**config.mk**
```make
export PLATFORM = sky130hd
export DESIGN_NAME = alu_issue_ctrl
export DESIGN_NICKNAME = d
export VERILOG_FILES = /design/src/rtl/alu_pkg.sv /design/src/rtl/alu_regfile.sv /design/src/rtl/alu_issue_ctrl.sv
export SDC_FILE = /design/constraint.sdc
export NUM_CORES = 1
export LEC_CHECK = 0
export ABC_AREA = 1
export ABC_CLOCK_PERIOD_IN_PS = 3400
export CORE_MARGIN = 4
export CORE_UTILIZATION = 45
export DETAILED_ROUTE_END_ITERATION = 12
export MAX_ROUTING_LAYER = met4
export PLACE_DENSITY = 0.8
export SLEW_MARGIN = 15
export SYNTH_ARGS = -nofsm -noshare
export SYNTH_HDL_FRONTEND = slang
export SYNTH_SLANG_ARGS = --single-unit
```
**constraint.sdc**
```tcl
create_clock -name clk -period 3.4 [get_ports clk]
set_clock_uncertainty 0.15 [all_clocks]
set_input_delay 0.68 -clock clk [delete_from_list [all_inputs] [get_ports clk]]
set_output_delay 0.68 -clock clk [all_outputs]
set_load 0.01 [all_outputs]
```
**src/rtl/alu_pkg.sv**
```systemverilog
// Shared definitions for the ALU issue controller: opcodes, FSM encoding and
// the per-command context latched at accept time.
package alu_pkg;

    localparam int unsigned ALU_DATA_W = 4;
    localparam int unsigned REG_CNT    = 4;
    localparam int unsigned REG_AW     = 2;
    localparam int unsigned OP_W       = 3;

    localparam logic [OP_W-1:0] OP_ADD = 3'b000;
    localparam logic [OP_W-1:0] OP_SUB = 3'b001;
    localparam logic [OP_W-1:0] OP_NOT = 3'b010;
    localparam logic [OP_W-1:0] OP_AND = 3'b011;
    localparam logic [OP_W-1:0] OP_OR  = 3'b100;
    localparam logic [OP_W-1:0] OP_XOR = 3'b101;
    localparam logic [OP_W-1:0] OP_LT  = 3'b110;
    localparam logic [OP_W-1:0] OP_EQ  = 3'b111;

    typedef enum logic [1:0] {
        ST_IDLE = 2'b00,
        ST_EXEC = 2'b01,
        ST_DONE = 2'b10
    } state_e;

    typedef struct packed {
        logic                  ld;
        logic [REG_AW-1:0]     rd;
        logic [ALU_DATA_W-1:0] imm;
    } cmd_ctx_t;

    // Only add/sub report carry and overflow into the sticky flags.
    function automatic logic is_flag_op(input logic [OP_W-1:0] op);
        return (op == OP_ADD) || (op == OP_SUB);
    endfunction

    // Compare ops return a single bit through the ALU's alu_out port.
    function automatic logic is_cmp_op(input logic [OP_W-1:0] op);
        return (op == OP_LT) || (op == OP_EQ);
    endfunction

endpackage

```
**src/rtl/alu_regfile.sv**
```systemverilog
// Four-entry register file: one write port, two operand read ports and one
// debug read port, all reads combinational.
module alu_regfile
    import alu_pkg::*;
#(
    parameter int unsigned DATA_W = 4
) (
    input  logic                clk,
    input  logic                rst_n,
    input  logic                wr_en,
    input  logic [REG_AW-1:0]   wr_addr,
    input  logic [DATA_W-1:0]   wr_data,
    input  logic [REG_AW-1:0]   rs1_addr,
    output logic [DATA_W-1:0]   rs1_data,
    input  logic [REG_AW-1:0]   rs2_addr,
    output logic [DATA_W-1:0]   rs2_data,
    input  logic [REG_AW-1:0]   dbg_addr,
    output logic [DATA_W-1:0]   dbg_data
);

    logic [DATA_W-1:0] regs_q [REG_CNT];
    logic [DATA_W-1:0] regs_d [REG_CNT];

    always_comb begin
        regs_d = regs_q;
        if (wr_en) begin
            regs_d[wr_addr] = wr_data;
        end
    end

    always_ff @(posedge clk or negedge rst_n) begin
        if (!rst_n) begin
            for (int i = 0; i < int'(REG_CNT); i++) begin
                regs_q[i] <= '0;
            end
        end else begin
            regs_q <= regs_d;
        end
    end

    assign rs1_data = regs_q[rs1_addr];
    assign rs2_data = regs_q[rs2_addr];
    assign dbg_data = regs_q[dbg_addr];

endmodule

```
**src/rtl/alu_issue_ctrl.sv**
```systemverilog
// Issue controller for an external ALU: accepts one command every three
// cycles, drives registered ALU operands and writes the result back.
module alu_issue_ctrl
    import alu_pkg::*;
#(
    parameter int unsigned DATA_W = 4
) (
    input  logic                clk,
    input  logic                rst_n,
    input  logic                cmd_valid,
    output logic                cmd_ready,
    input  logic                cmd_ld,
    input  logic [OP_W-1:0]     cmd_op,
    input  logic [REG_AW-1:0]   cmd_rd,
    input  logic [REG_AW-1:0]   cmd_rs1,
    input  logic [REG_AW-1:0]   cmd_rs2,
    input  logic [DATA_W-1:0]   cmd_imm,
    output logic [DATA_W-1:0]   alu_a,
    output logic [DATA_W-1:0]   alu_b,
    output logic [OP_W-1:0]     alu_opcode,
    input  logic [DATA_W-1:0]   alu_out_s,
    input  logic                alu_out_c,
    input  logic                alu_overflow,
    input  logic                alu_out,
    output logic                done_valid,
    output logic [DATA_W-1:0]   done_data,
    output logic                flag_c,
    output logic                flag_v,
    output logic                flag_z,
    input  logic [REG_AW-1:0]   dbg_addr,
    output logic [DATA_W-1:0]   dbg_data
);

    state_e             state_q, state_d;
    cmd_ctx_t           ctx_q, ctx_d;
    logic [DATA_W-1:0]  alu_a_q, alu_a_d;
    logic [DATA_W-1:0]  alu_b_q, alu_b_d;
    logic [OP_W-1:0]    alu_opcode_q, alu_opcode_d;
    logic               flag_c_q, flag_c_d;
    logic               flag_v_q, flag_v_d;
    logic               flag_z_q, flag_z_d;
    logic               done_valid_q, done_valid_d;
    logic [DATA_W-1:0]  done_data_q, done_data_d;
    logic               cmd_ready_q, cmd_ready_d;

    logic               accept_c;
    logic               wr_en_c;
    logic [DATA_W-1:0]  wr_data_c;
    logic [DATA_W-1:0]  rs1_data_c;
    logic [DATA_W-1:0]  rs2_data_c;

    alu_regfile #(
        .DATA_W (DATA_W)
    ) u_regfile (
        .clk      (clk),
        .rst_n    (rst_n),
        .wr_en    (wr_en_c),
        .wr_addr  (ctx_q.rd),
        .wr_data  (wr_data_c),
        .rs1_addr (cmd_rs1),
        .rs1_data (rs1_data_c),
        .rs2_addr (cmd_rs2),
        .rs2_data (rs2_data_c),
        .dbg_addr (dbg_addr),
        .dbg_data (dbg_data)
    );

    assign accept_c = cmd_valid && cmd_ready_q && (state_q == ST_IDLE);

    // Write-back happens at the edge that ends EXEC; ALU inputs are stable by then.
    assign wr_en_c = (state_q == ST_EXEC);

    always_comb begin
        if (ctx_q.ld) begin
            wr_data_c = ctx_q.imm;
        end else if (is_cmp_op(alu_opcode_q)) begin
            wr_data_c = DATA_W'(alu_out);
        end else begin
            wr_data_c = alu_out_s;
        end
    end

    always_comb begin
        state_d      = state_q;
        ctx_d        = ctx_q;
        alu_a_d      = alu_a_q;
        alu_b_d      = alu_b_q;
        alu_opcode_d = alu_opcode_q;
        flag_c_d     = flag_c_q;
        flag_v_d     = flag_v_q;
        flag_z_d     = flag_z_q;
        done_valid_d = 1'b0;
        done_data_d  = done_data_q;

        case (state_q)
            ST_IDLE: begin
                if (accept_c) begin
                    ctx_d        = '{ld: cmd_ld, rd: cmd_rd, imm: cmd_imm};
                    alu_a_d      = rs1_data_c;
                    alu_b_d      = rs2_data_c;
                    alu_opcode_d = cmd_op;
                    state_d      = ST_EXEC;
                end
            end
            ST_EXEC: begin
                done_valid_d = 1'b1;
                done_data_d  = wr_data_c;
                flag_z_d     = (wr_data_c == '0);
                if (!ctx_q.ld && is_flag_op(alu_opcode_q)) begin
                    flag_c_d = alu_out_c;
                    flag_v_d = alu_overflow;
                end
                state_d = ST_DONE;
            end
            ST_DONE: begin
                state_d = ST_IDLE;
            end
            default: begin
                state_d = ST_IDLE;
            end
        endcase

        cmd_ready_d = (state_d == ST_IDLE);
    end

    always_ff @(posedge clk or negedge rst_n) begin
        if (!rst_n) begin
            state_q      <= ST_IDLE;
            ctx_q        <= '0;
            alu_a_q      <= '0;
            alu_b_q      <= '0;
            alu_opcode_q <= '0;
            flag_c_q     <= 1'b0;
            flag_v_q     <= 1'b0;
            flag_z_q     <= 1'b0;
            done_valid_q <= 1'b0;
            done_data_q  <= '0;
            cmd_ready_q  <= 1'b1;
        end else begin
            state_q      <= state_d;
            ctx_q        <= ctx_d;
            alu_a_q      <= alu_a_d;
            alu_b_q      <= alu_b_d;
            alu_opcode_q <= alu_opcode_d;
            flag_c_q     <= flag_c_d;
            flag_v_q     <= flag_v_d;
            flag_z_q     <= flag_z_d;
            done_valid_q <= done_valid_d;
            done_data_q  <= done_data_d;
            cmd_ready_q  <= cmd_ready_d;
        end
    end

    assign cmd_ready  = cmd_ready_q;
    assign alu_a      = alu_a_q;
    assign alu_b      = alu_b_q;
    assign alu_opcode = alu_opcode_q;
    assign flag_c     = flag_c_q;
    assign flag_v     = flag_v_q;
    assign flag_z     = flag_z_q;
    assign done_valid = done_valid_q;
    assign done_data  = done_data_q;

endmodule

```
==> results of run 1 <==
[logic make-up (layout without fill, tap and decap cells)]
kind of cell | count (synthesis) | in the layout
compound gates | 58 | 58
buf+inv | 31 | 77
flops | 45 | 45
simple gates | 134 | 134
[worst min-delay path by stage]
stage,start,to,slack (ns),depth (start not counted)
2_1_floorplan,rst_n,alu_a[0],0.23,0
3_3_place_gp,ctx_q[0],ctx_q[0],0.31,2
3_5_place_dp,alu_b[0],alu_b[0],0.32,2
4_1_cts,alu_b[0],alu_b[0],0.34,2
5_1_grt,alu_a[2],alu_a[2],0.36,2
6_report,alu_opcode[0],alu_opcode[0],0.34,2
[sequential cells by signal, summed over array words and instances, names as in the netlist]
register	cells
u_regfile.regs_q	16
ctx_q	7
alu_a	4
alu_b	4
done_data	4
alu_opcode	3
state_q	2
cmd_ready	1
done_valid	1
flag_c	1
flag_v	1
flag_z	1
[stage by stage]
stage / power (uW) / setup WS [ns] / cell area (um2)
floorplan: 1550 / 1.31 / 2130
global placement: 1980 / 0.289 / 2610
detailed placement: 2010 / 0.201 / 2610
CTS: 2440 / 0.209 / 2730
global route: 2620 / 0.0809 / 2730
finish: 2410 / 0.202 / 2730
[per-layer routing]
metal / track usage (%) / share of wire, % / up-vias
met4: 7.61 / 1.6 / 0
met1: 22.9 / 44 / 851
met2: 28.5 / 46 / 71
met3: 5.85 / 8.7 / 9
met5: - / 0 / -
li1: - / - / 949
[area by class of cell]
cell class	count	area [um2]	share of cell area (%)
clock buffer	6	82.6	3.03
clock inverter	2	37.5	1.38
inverter	20	75.1	2.75
multi-input combinational	192	853	31.3
sequential	45	1130	41.3
tap	52	65.1	2.39
timing repair buffer	49	485	17.8
[cell usage in the layout, fill, tap and decap left out]
master	n
sky130_fd_sc_hd__inv_1	16
sky130_fd_sc_hd__nor2_4	1
sky130_fd_sc_hd__clkinvlp_4	1
sky130_fd_sc_hd__a31oi_1	2
sky130_fd_sc_hd__buf_2	1
sky130_fd_sc_hd__dfrtp_1	44
sky130_fd_sc_hd__clkbuf_8	6
sky130_fd_sc_hd__a21oi_1	26
sky130_fd_sc_hd__clkdlybuf4s50_1	48
sky130_fd_sc_hd__nand3_2	2
sky130_fd_sc_hd__nor2_1	16
sky130_fd_sc_hd__dfstp_2	1
sky130_fd_sc_hd__bufinv_16	1
sky130_fd_sc_hd__inv_2	4
sky130_fd_sc_hd__nand2_1	103
sky130_fd_sc_hd__o21ai_0	17
sky130_fd_sc_hd__nand2_2	1
sky130_fd_sc_hd__or2_2	1
sky130_fd_sc_hd__o211ai_1	8
sky130_fd_sc_hd__o21ai_1	5
sky130_fd_sc_hd__nand3_1	10
[tightest hold or removal path, stage by stage (launching register included)]
cell,delay (ns)
sky130_fd_sc_hd__dfrtp_1,0.35
sky130_fd_sc_hd__nand2_1,0.05
sky130_fd_sc_hd__nand2_1,0.05
[report_power, final]
part,switching (uW),internal (uW),leakage (uW)
Sequential,189,796,0.000541
Combinational,554,455,0.000725
Clock,181,239,0.0000574
Total,924,1490,0.00132
==> implementation parameters, run 1 <==
Parameter                              Value

Run status
  Run status    finished, final reports clean

Floorplan
  IO Pins    50
  Chip Width    76.8 um
  DIE HEIGHT    76.8 um
  Die area    5900 um2
  Placement Rows    24
  Starting density of the core    between 40% and 50%
  Core outline area    4470 um2

Clock network
  Number of hold buffers added after CTS    0
  Clock tree from TritonCTS    built
  CTS clock-pin slew for the worst setup and hold paths    approximately 0.080 ns
  Clock Sinks    45
  H-tree levels    2
  # resized after CTS    0
  Clock Tree Buf Depth    2
  Later-pin clock latency in the skew report    approximately 0.30 ns
  Num CTS Buffers    5
  Post CTS Setup Buffer Count    0
  Clock root cell    sky130_fd_sc_hd__clkbuf_8

Drt
  Final routed DRC violation total    0
  Total routed wirelength    4.88 mm
  DR pass1 iterations    4
  Via density per instance    5.14
  Post-detailed-route wirelength per cell    between 10 and 15 um
  Routed via count    1880
  Initial DRC count    200
  Remaining antenna violation count after routing    0

Logic synthesis
  Cell with the most instances after synthesis    sky130_fd_sc_hd__nand2_1
  Synthesized-area fraction occupied by ao, oa, aoi and oai cells    between 10% and 20%
  Top area cells in the synthesized netlist    sky130_fd_sc_hd__dfrtp_1 (52%), sky130_fd_sc_hd__nand2_1 (18%), sky130_fd_sc_hd__a21oi_1 (6.1%)
  Synth warnings    0
  Number of synthesized register bits    45
  Dominant cell type by area after synthesis    sky130_fd_sc_hd__dfrtp_1
  Synthesized-area fraction occupied by and/or/nand/nor cells    25.4%
  Gate count after technology mapping    268
  Mux cell area share after synthesis    0%
  XOR/XNOR Fraction of Synth Area    0%
  Avg Inst Size Synth    7.96 um2
  Dominant synthesized flop cell    sky130_fd_sc_hd__dfrtp_1
  Number of distinct standard cells referenced by the synthesized netlist    20
  Dominant combinational cell family by area after synthesis    simple AND/OR/NAND/NOR gates
  Sequential-to-total area share from yosys stat    52.9%
  Most instantiated cells after synthesis    sky130_fd_sc_hd__nand2_1 (103), sky130_fd_sc_hd__dfrtp_1 (44), sky130_fd_sc_hd__a21oi_1 (26), sky130_fd_sc_hd__o21ai_0 (17)
  Share of flip-flops with an asynchronous set or reset    100%
  Post-synthesis adder-cell area fraction    0%
  Synth Cell Area    approximately 2100 um2
  Proportion of netlist area held by the largest area contributor    51.6%
  Number of enable-type register cells in the synthesized netlist    0
  Post-synth net total    294

Flow run
  Maxcap violations    0

Global routing
  Initial antenna violation count    0
  Pin count of the biggest net entering global routing    46
  Global route total overflow    0
  Global-route wire length before repair    8.67 mm
  Number of global-route vias before repair    between 1.5k and 2k
  Global-route total usage across every layer    18.6%

Worst setup path
  Top cell family by delay on the critical path    buffers and inverters
  Worst R2R Start    state_q[1]
  Worst reg2reg setup slack    approximately 1.7 ns
  Critical Setup Path Class    in2out
  Endpoint type of the worst setup path    output port
  Critical Path Slowest Stage Cell    sky130_fd_sc_hd__clkdlybuf4s50_1
  Buffers & Inverters on Critical Path    3
  Launch point of the worst path    dbg_addr[0]
  Cells traversed along the worst timing path    clkdlybuf4s50_1 -> inv_1 -> o21ai_0 -> a21oi_1 -> a21oi_1 -> clkdlybuf4s50_1
  Worst EP arrival    2.37 ns
  Capturing point of the worst reg2reg path    alu_opcode[2]
  Endpoint of the worst setup timing path    dbg_data[0]
  CP Data Required Time    about 2.6 ns
  FF-to-FF path depth    5
  Crit path max fanout    12
  Critical Path Start Type    input port
  Number of cells on the critical path    6
  Maximum cell stage delay along the critical path    0.55 ns

Layout
  Share of cells above drive strength 1    6.05%
  Ant. Diodes    0
  Net count reported at finish    339
  Filler-free cell count of the finished design    366
  Area Overhead vs Synth    27.9%
  Post-layout util    60.9%
  Count of filler cells inserted in the layout    407

Timing
  Total negative slack    0 ns
  Count of pins over their slew limit    0
  Ratio of final minimum period to clock period    94.1%
  Measured slew at the worst slew-check pin    0.974 ns
  Max frequency    0.313 GHz
  RSZ-0062 raised after global routing    no
  Setup Viol. Count Final    0
  Final number of hold-violating endpoints    0
  Remaining max-slew budget at the tightest pin    35.1%
  Hold slack final    0.337 ns
  Final critical-path required period    approximately 3.2 ns

Pwr
  Leakage power    0.00132 uW
  Power density relative to cell area    885 nW/um2
  Maximum vdd ir drop    492 uV

Min path
  Path category of the worst min-delay check    reg2reg

Placement
  Post-DP HPWL    3.52 mm
  Count of input and output buffers    about 50
  Routability-driven placement congestion ratio    0.852
  Cell count after placement    358
No activity file was read; power rests on OpenSTA's default activity.
==> run 2, diff against run 1 <==
- ABC_AREA: 1 -> default
- PLACE_DENSITY: 0.8 -> 0.81
==> implementation parameters, run 2 <==
Parameter                              Value

Run status
  Run status    finished, final reports clean

Pwr
  Maximum vdd ir drop    415 uV (-16%)
  Leakage power    0.00113 uW (-15%)
  Power density relative to cell area    916 nW/um2 (+3.4%)
  Total power    2520 uW (+4.6%)

Layout
  Post-layout util    62.4% (+1.5 points)
  Share of cells above drive strength 1    23.7% (+18 points)
  Net count reported at finish    223 (-34%)
  Number of flip-flops under the largest register name    16 (unchanged)
  Area Overhead vs Synth    32.5%
  Most common library cell in the layout ignoring fill and taps    sky130_fd_sc_hd__clkdlybuf4s50_1
  Regs by FF count    u_regfile.regs_q (16), ctx_q (7)
  Reg with most FFs    u_regfile.regs_q
  Count of filler cells inserted in the layout    315 (-23%)
  Ant. Diodes    0 (unchanged)
  Commonest cells after routing, fill and taps aside    sky130_fd_sc_hd__clkdlybuf4s50_1 (48), sky130_fd_sc_hd__dfrtp_1 (44), sky130_fd_sc_hd__mux2_2 (20)
  Post-route design area    2760 um2 (+1.1%)

Placement
  Routability-driven placement congestion ratio    0.818 (-3.9%)
  Post-DP HPWL    3.45 mm (-1.8%)
  Count of input and output buffers    49 (unchanged)
  Placed Instance Area    2620 um2 (+0.62%)

Worst setup path
  Endpoint type of the worst setup path    output port
  Top cell family by delay on the critical path    buffers and inverters
  Worst EP arrival    2.34 ns (-0.03 ns)
  Buffers & Inverters on Critical Path    2 (-1)
  Crit path max fanout    4 (-8)
  Maximum cell stage delay along the critical path    0.61 ns (+0.06 ns)
  Most numerous cell on the critical path    sky130_fd_sc_hd__clkdlybuf4s50_1
  Cells traversed along the worst timing path    clkdlybuf4s50_1 -> mux4_2 -> clkdlybuf4s50_1
  Critical Path Start Type    input port
  CP Data Required Time    2.57 ns (about the same)
  Critical Path Slowest Stage Cell    sky130_fd_sc_hd__clkdlybuf4s50_1
  Worst reg2reg setup slack    1.55 ns (-0.16 ns)
  Critical Setup Path Class    in2out

Global routing
  Global-route total usage across every layer    17.4% (-1.2 points)
  Number of global-route vias before repair    1510 (-20%)
  Global-route wire length before repair    7.82 mm (-9.8%)
  Initial antenna violation count    0 (unchanged)
  Pin count of the biggest net entering global routing    46 (unchanged)
  Global route total overflow    0 (unchanged)

Logic synthesis
  Number of synthesized register bits    45 (unchanged)
  Gate count after technology mapping    144 (-46%)
  Dominant cell type by area after synthesis    sky130_fd_sc_hd__dfrtp_1
  Post-synth net total    170 (-42%)
  Number of enable-type register cells in the synthesized netlist    0 (unchanged)
  Top area cells in the synthesized netlist    sky130_fd_sc_hd__dfrtp_1 (53%), sky130_fd_sc_hd__mux2_2 (11%), sky130_fd_sc_hd__mux4_1 (10%)
  Number of distinct standard cells referenced by the synthesized netlist    28 (+40%)
  Share of flip-flops with an asynchronous set or reset    100% (unchanged)
  Proportion of netlist area held by the largest area contributor    52.9% (+1.3 points)
  Synth warnings    0 (unchanged)
  Avg Inst Size Synth    14.4 um2 (+82%)
  Most instantiated cells after synthesis    sky130_fd_sc_hd__dfrtp_1 (44), sky130_fd_sc_hd__mux2_2 (20), sky130_fd_sc_hd__nor2_1 (10), sky130_fd_sc_hd__a21oi_1 (9), sky130_fd_sc_hd__nand2_1 (9)
  Synth Cell Area    2080 um2 (-2.4%)
  Cell with the most instances after synthesis    sky130_fd_sc_hd__dfrtp_1
  Sequential-to-total area share from yosys stat    54.2% (+1.3 points)
  Dominant synthesized flop cell    sky130_fd_sc_hd__dfrtp_1

Drt
  Via density per instance    5.50 (+7.0%)
  Initial DRC count    61 (-70%)
  Routed via count    1374 (-27%)
  Total routed wirelength    4.42 mm (-9.5%)
  Final routed DRC violation total    0 (unchanged)
  Remaining antenna violation count after routing    0 (unchanged)
  Post-detailed-route wirelength per cell    17.7 um (+33%)
  DR pass1 iterations    4 (unchanged)

Clock network
  # resized after CTS    0 (unchanged)
  Number of hold buffers added after CTS    0 (unchanged)
  Clock tree from TritonCTS    built
  CTS clock-pin slew for the worst setup and hold paths    0.08 ns (about the same)
  Clock Tree Buf Depth    2 (unchanged)
  Clock Sinks    45 (unchanged)
  Post CTS Setup Buffer Count    0 (unchanged)
  Later-pin clock latency in the skew report    0.29 ns (about the same)
  Num CTS Buffers    5 (unchanged)
  Clock root cell    sky130_fd_sc_hd__clkbuf_8
  H-tree levels    2 (unchanged)

Timing
  Final number of hold-violating endpoints    0 (unchanged)
  Total negative slack    0 ns (unchanged)
  Measured slew at the worst slew-check pin    0.956 ns (-0.0178 ns)
  RSZ-0062 raised after global routing    no
  Setup Viol. Count Final    0 (unchanged)
  Ratio of final minimum period to clock period    93.1% (-0.94 points)
  Hold slack final    0.347 ns (+0.0101 ns)
  Final critical-path required period    3.17 ns (-0.0319 ns)
  Count of pins over their slew limit    0 (unchanged)
  Max frequency    0.316 GHz (+1.0%)
  Remaining max-slew budget at the tightest pin    36.3% (+1.2 points)

Flow run
  Maxcap violations    0 (unchanged)

Floorplan
  DIE HEIGHT    76 um (-1.1%)
  IO Pins    50 (unchanged)
  Placement Rows    24 (unchanged)
  Starting density of the core    47.1% (-0.51 points)
  Chip Width    76 um (-1.1%)
  Die area    5780 um2 (-2.1%)
  Core outline area    4410 um2 (-1.3%)

Min path
  Path category of the worst min-delay check    reg2reg
==> run 2: routing by layer <==
layer | track usage, % | part of all wire (%) | vias up
met1 | 21.1 | 40 | 693
met3 | 4.14 | 3.2 | 14
li1 | - | - | 637
met2 | 27.7 | 53 | 30
met5 | - | 0 | -
met4 | 7.65 | 3.3 | 0
==> run 2: cell type report <==
cell class / count / area [um2] / area share, %
flip-flops and latches: 45 / 1130 / 40.9
clock inverters: 3 / 65.1 / 2.36
well taps: 52 / 65.1 / 2.36
clock buffers: 5 / 68.8 / 2.50
repair buffers: 51 / 500 / 18.2
inverters: 5 / 18.8 / 0.681
multi-input cells: 89 / 911 / 33.0
==> run 2: power breakdown <==
part           total, uW  leakage (uW)  switching, uW  internal (uW)
Combinational       1030      0.000541            415            612
Clock                469     0.0000681            177            292
Sequential          1030      0.000518            237            790
==> run 2: cell families after synthesis <==
logic type | synth area share, %
AOI/OAI and AO/OA | 6.31
muxes | 28.5
and+or+nand+nor | 8.72
DFF | 54.2
buffers and inverters | 2.28
==> run 2: path summary, 6_finish.rpt <==
path                                    from             endpoint  depth (start not counted)
worst max-delay path             dbg_addr[0]          dbg_data[3]                          3
max in group asynchronous              rst_n             alu_b[3]                          1
worst min register to register  done_data[1]         done_data[1]                          2
min in group asynchronous              rst_n             ctx_q[2]                          1
worst max register to register    state_q[1]  u_regfile.regs_q[2]                          5
worst min-delay path            done_data[1]         done_data[1]                          2
==> run 2: tightest hold or removal path, stage by stage (launching register included) <==
cell	delay, ns
sky130_fd_sc_hd__dfrtp_1	0.36
sky130_fd_sc_hd__nand2_1	0.05
sky130_fd_sc_hd__o21ai_0	0.06
==> run 2: metrics by stage <==
stage / std cells / setup WS [ns]
floorplan: 144 / 1.38
global placement: 242 / 0.270
detailed placement: 242 / 0.234
CTS: 250 / 0.234
global route: 250 / 0.160
finish: 250 / 0.234
==> run 3, diff against run 2 <==
- CTS_BUF_LIST: default -> sky130_fd_sc_hd__clkbuf_2 sky130_fd_sc_hd__clkbuf_4 sky130_fd_sc_hd__clkbuf_8
==> results of run 3 <==
Same layout as run 2: the final DEF is identical, and so are final timing and power.
==> RTL change: new RTL, config.mk and constraints of run 2 <==
The 3 states of `state_e` get a one-hot encoding in 3 bits.
--- a/src/rtl/alu_pkg.sv
+++ b/src/rtl/alu_pkg.sv
@@ -16,10 +16,10 @@
     localparam logic [OP_W-1:0] OP_LT  = 3'b110;
     localparam logic [OP_W-1:0] OP_EQ  = 3'b111;
 
-    typedef enum logic [1:0] {
-        ST_IDLE = 2'b00,
-        ST_EXEC = 2'b01,
-        ST_DONE = 2'b10
+    typedef enum logic [2:0] {
+        ST_IDLE = 3'b001,
+        ST_EXEC = 3'b010,
+        ST_DONE = 3'b100
     } state_e;
 
     typedef struct packed {
Function: no difference found for any inputs over 10 cycles, from zero or initial values and one cycle with rst_n low; not proved beyond that.
==> RTL change against run 2 <==
- sequential cell count unchanged
- wire length is 10% lower
- clock power shrank 26%
- total power is 7.8% lower
- worst setup slack improved by 11 ps
- critical path depth stayed put
- register-to-register slack got worse by 190 ps
- highest routed layer unchanged
- area after synthesis shrank 3.7%
- final area is 4.3% lower
- sequential share of layout area up 1.9 points
- fmax up 0.34%
==> RTL change: results (changes against run 2) <==
[status]
status=finished clean

[synth]
synth.cells.most_frequent=dfrtp_1 (43), mux2_2 (24), mux4_2 (12), nor2_1 (12)
synth_seq_area_share=0.5630  ; +0.02125
syn_avg_cell_area_um2=14.22  ; -1.6%
synth_nets=167  ; -1.8%
synthDistinctLibCells=22  ; -21%

[global_route]
grt_pass1_wl_mm=6.651  ; -15%
track_usage=0.1652  ; -0.008623

[timing]
slew_headroom=0.3622  ; about the same
period_needed_ps=3156  ; -10.70 ps
whs_ps=358.0  ; +10.75 ps

[worst_setup_path]
r2r_start=done_valid
timing.reg2reg.setup_slack_ps=1360  ; -190 ps

[route]
drt_iter0_drc=73  ; +20%
post_drt_wl_per_cell_um=16.09  ; -9.0%
vias=1361  ; -0.95%

[placed_design]
placed_cells=238  ; -1.7%
gp_congestion=0.7883  ; -3.7%
place_ws_ps=227.8  ; -6.052 ps
dp.final_hpwl_mm=3.022  ; -12%
place_area_mm2=0.002537  ; -3.2%

[final_layout]
drive_gt1_frac=0.2577  ; +0.02036
final_nets=219  ; -1.8%
fill_cells=342  ; +8.6%

[power]
leakage_nw=1.047  ; -7.1%

[min_path]
hold_depth=1  ; -1

RTL change: cell count changes in the layout (fill, tap and decap cells not counted), moves of 2 or more:
cell,delta
mux4_2,+8
a22oi_2,-3
clkbuf_8,+2
mux2_2,+4
inv_1,-4
mux4_1,-8
mux2i_1,-2
bufinv_16,-2
nor2_1,+2
a22oi_1,+3
RTL change: report_power, final:
part | leakage (nW) | internal, W | switching (W)
Clock | 0.0542 | 0.000183 | 0.000164
Combinational | 0.486 | 0.000592 | 0.000375
Sequential | 0.506 | 0.000798 | 0.000215
Total | 1.05 | 0.00157 | 0.000754
RTL change: cells by family (layout without fill, tap and decap cells):
kind of cell | Yosys count | after routing | synth area share
flops | 45 | 45 | 0.5630
simple gates | 32 | 32 | 0.08802
buf+inv | 6 | 59 | 0.01435
mux | 38 | 38 | 0.2803
compound gates | 20 | 20 | 0.05430
RTL change: worst max-delay path, cell delays in order:
cell	delay, ps
clkdlybuf4s50_1	610
mux4_2	540
clkdlybuf4s50_1	490
RTL change: layout make-up:
| type | instances | area (µm²) | area share |
|---|---|---|---|
| Clock buffer | 7 | 96.34 | 0.03651 |
| Clock inverter | 1 | 5.005 | 0.001897 |
| Inverter | 1 | 3.754 | 0.001422 |
| Multi-Input combinational cell | 90 | 847.1 | 0.3210 |
| Sequential cell | 45 | 1129 | 0.4277 |
| Tap cell | 52 | 65.06 | 0.02466 |
| Timing Repair Buffer | 50 | 493.0 | 0.1868 |
RTL change: metal layers:
| metal | GRT usage | vias up | share of wire |
|---|---|---|---|
| li1 | - | 628 | - |
| met1 | 0.2110 | 667 | 0.42 |
| met2 | 0.2595 | 64 | 0.48 |
| met3 | 0.05073 | 2 | 0.096 |
| met4 | 0.04150 | 0 | 0.0035 |
| met5 | - | - | 0 |
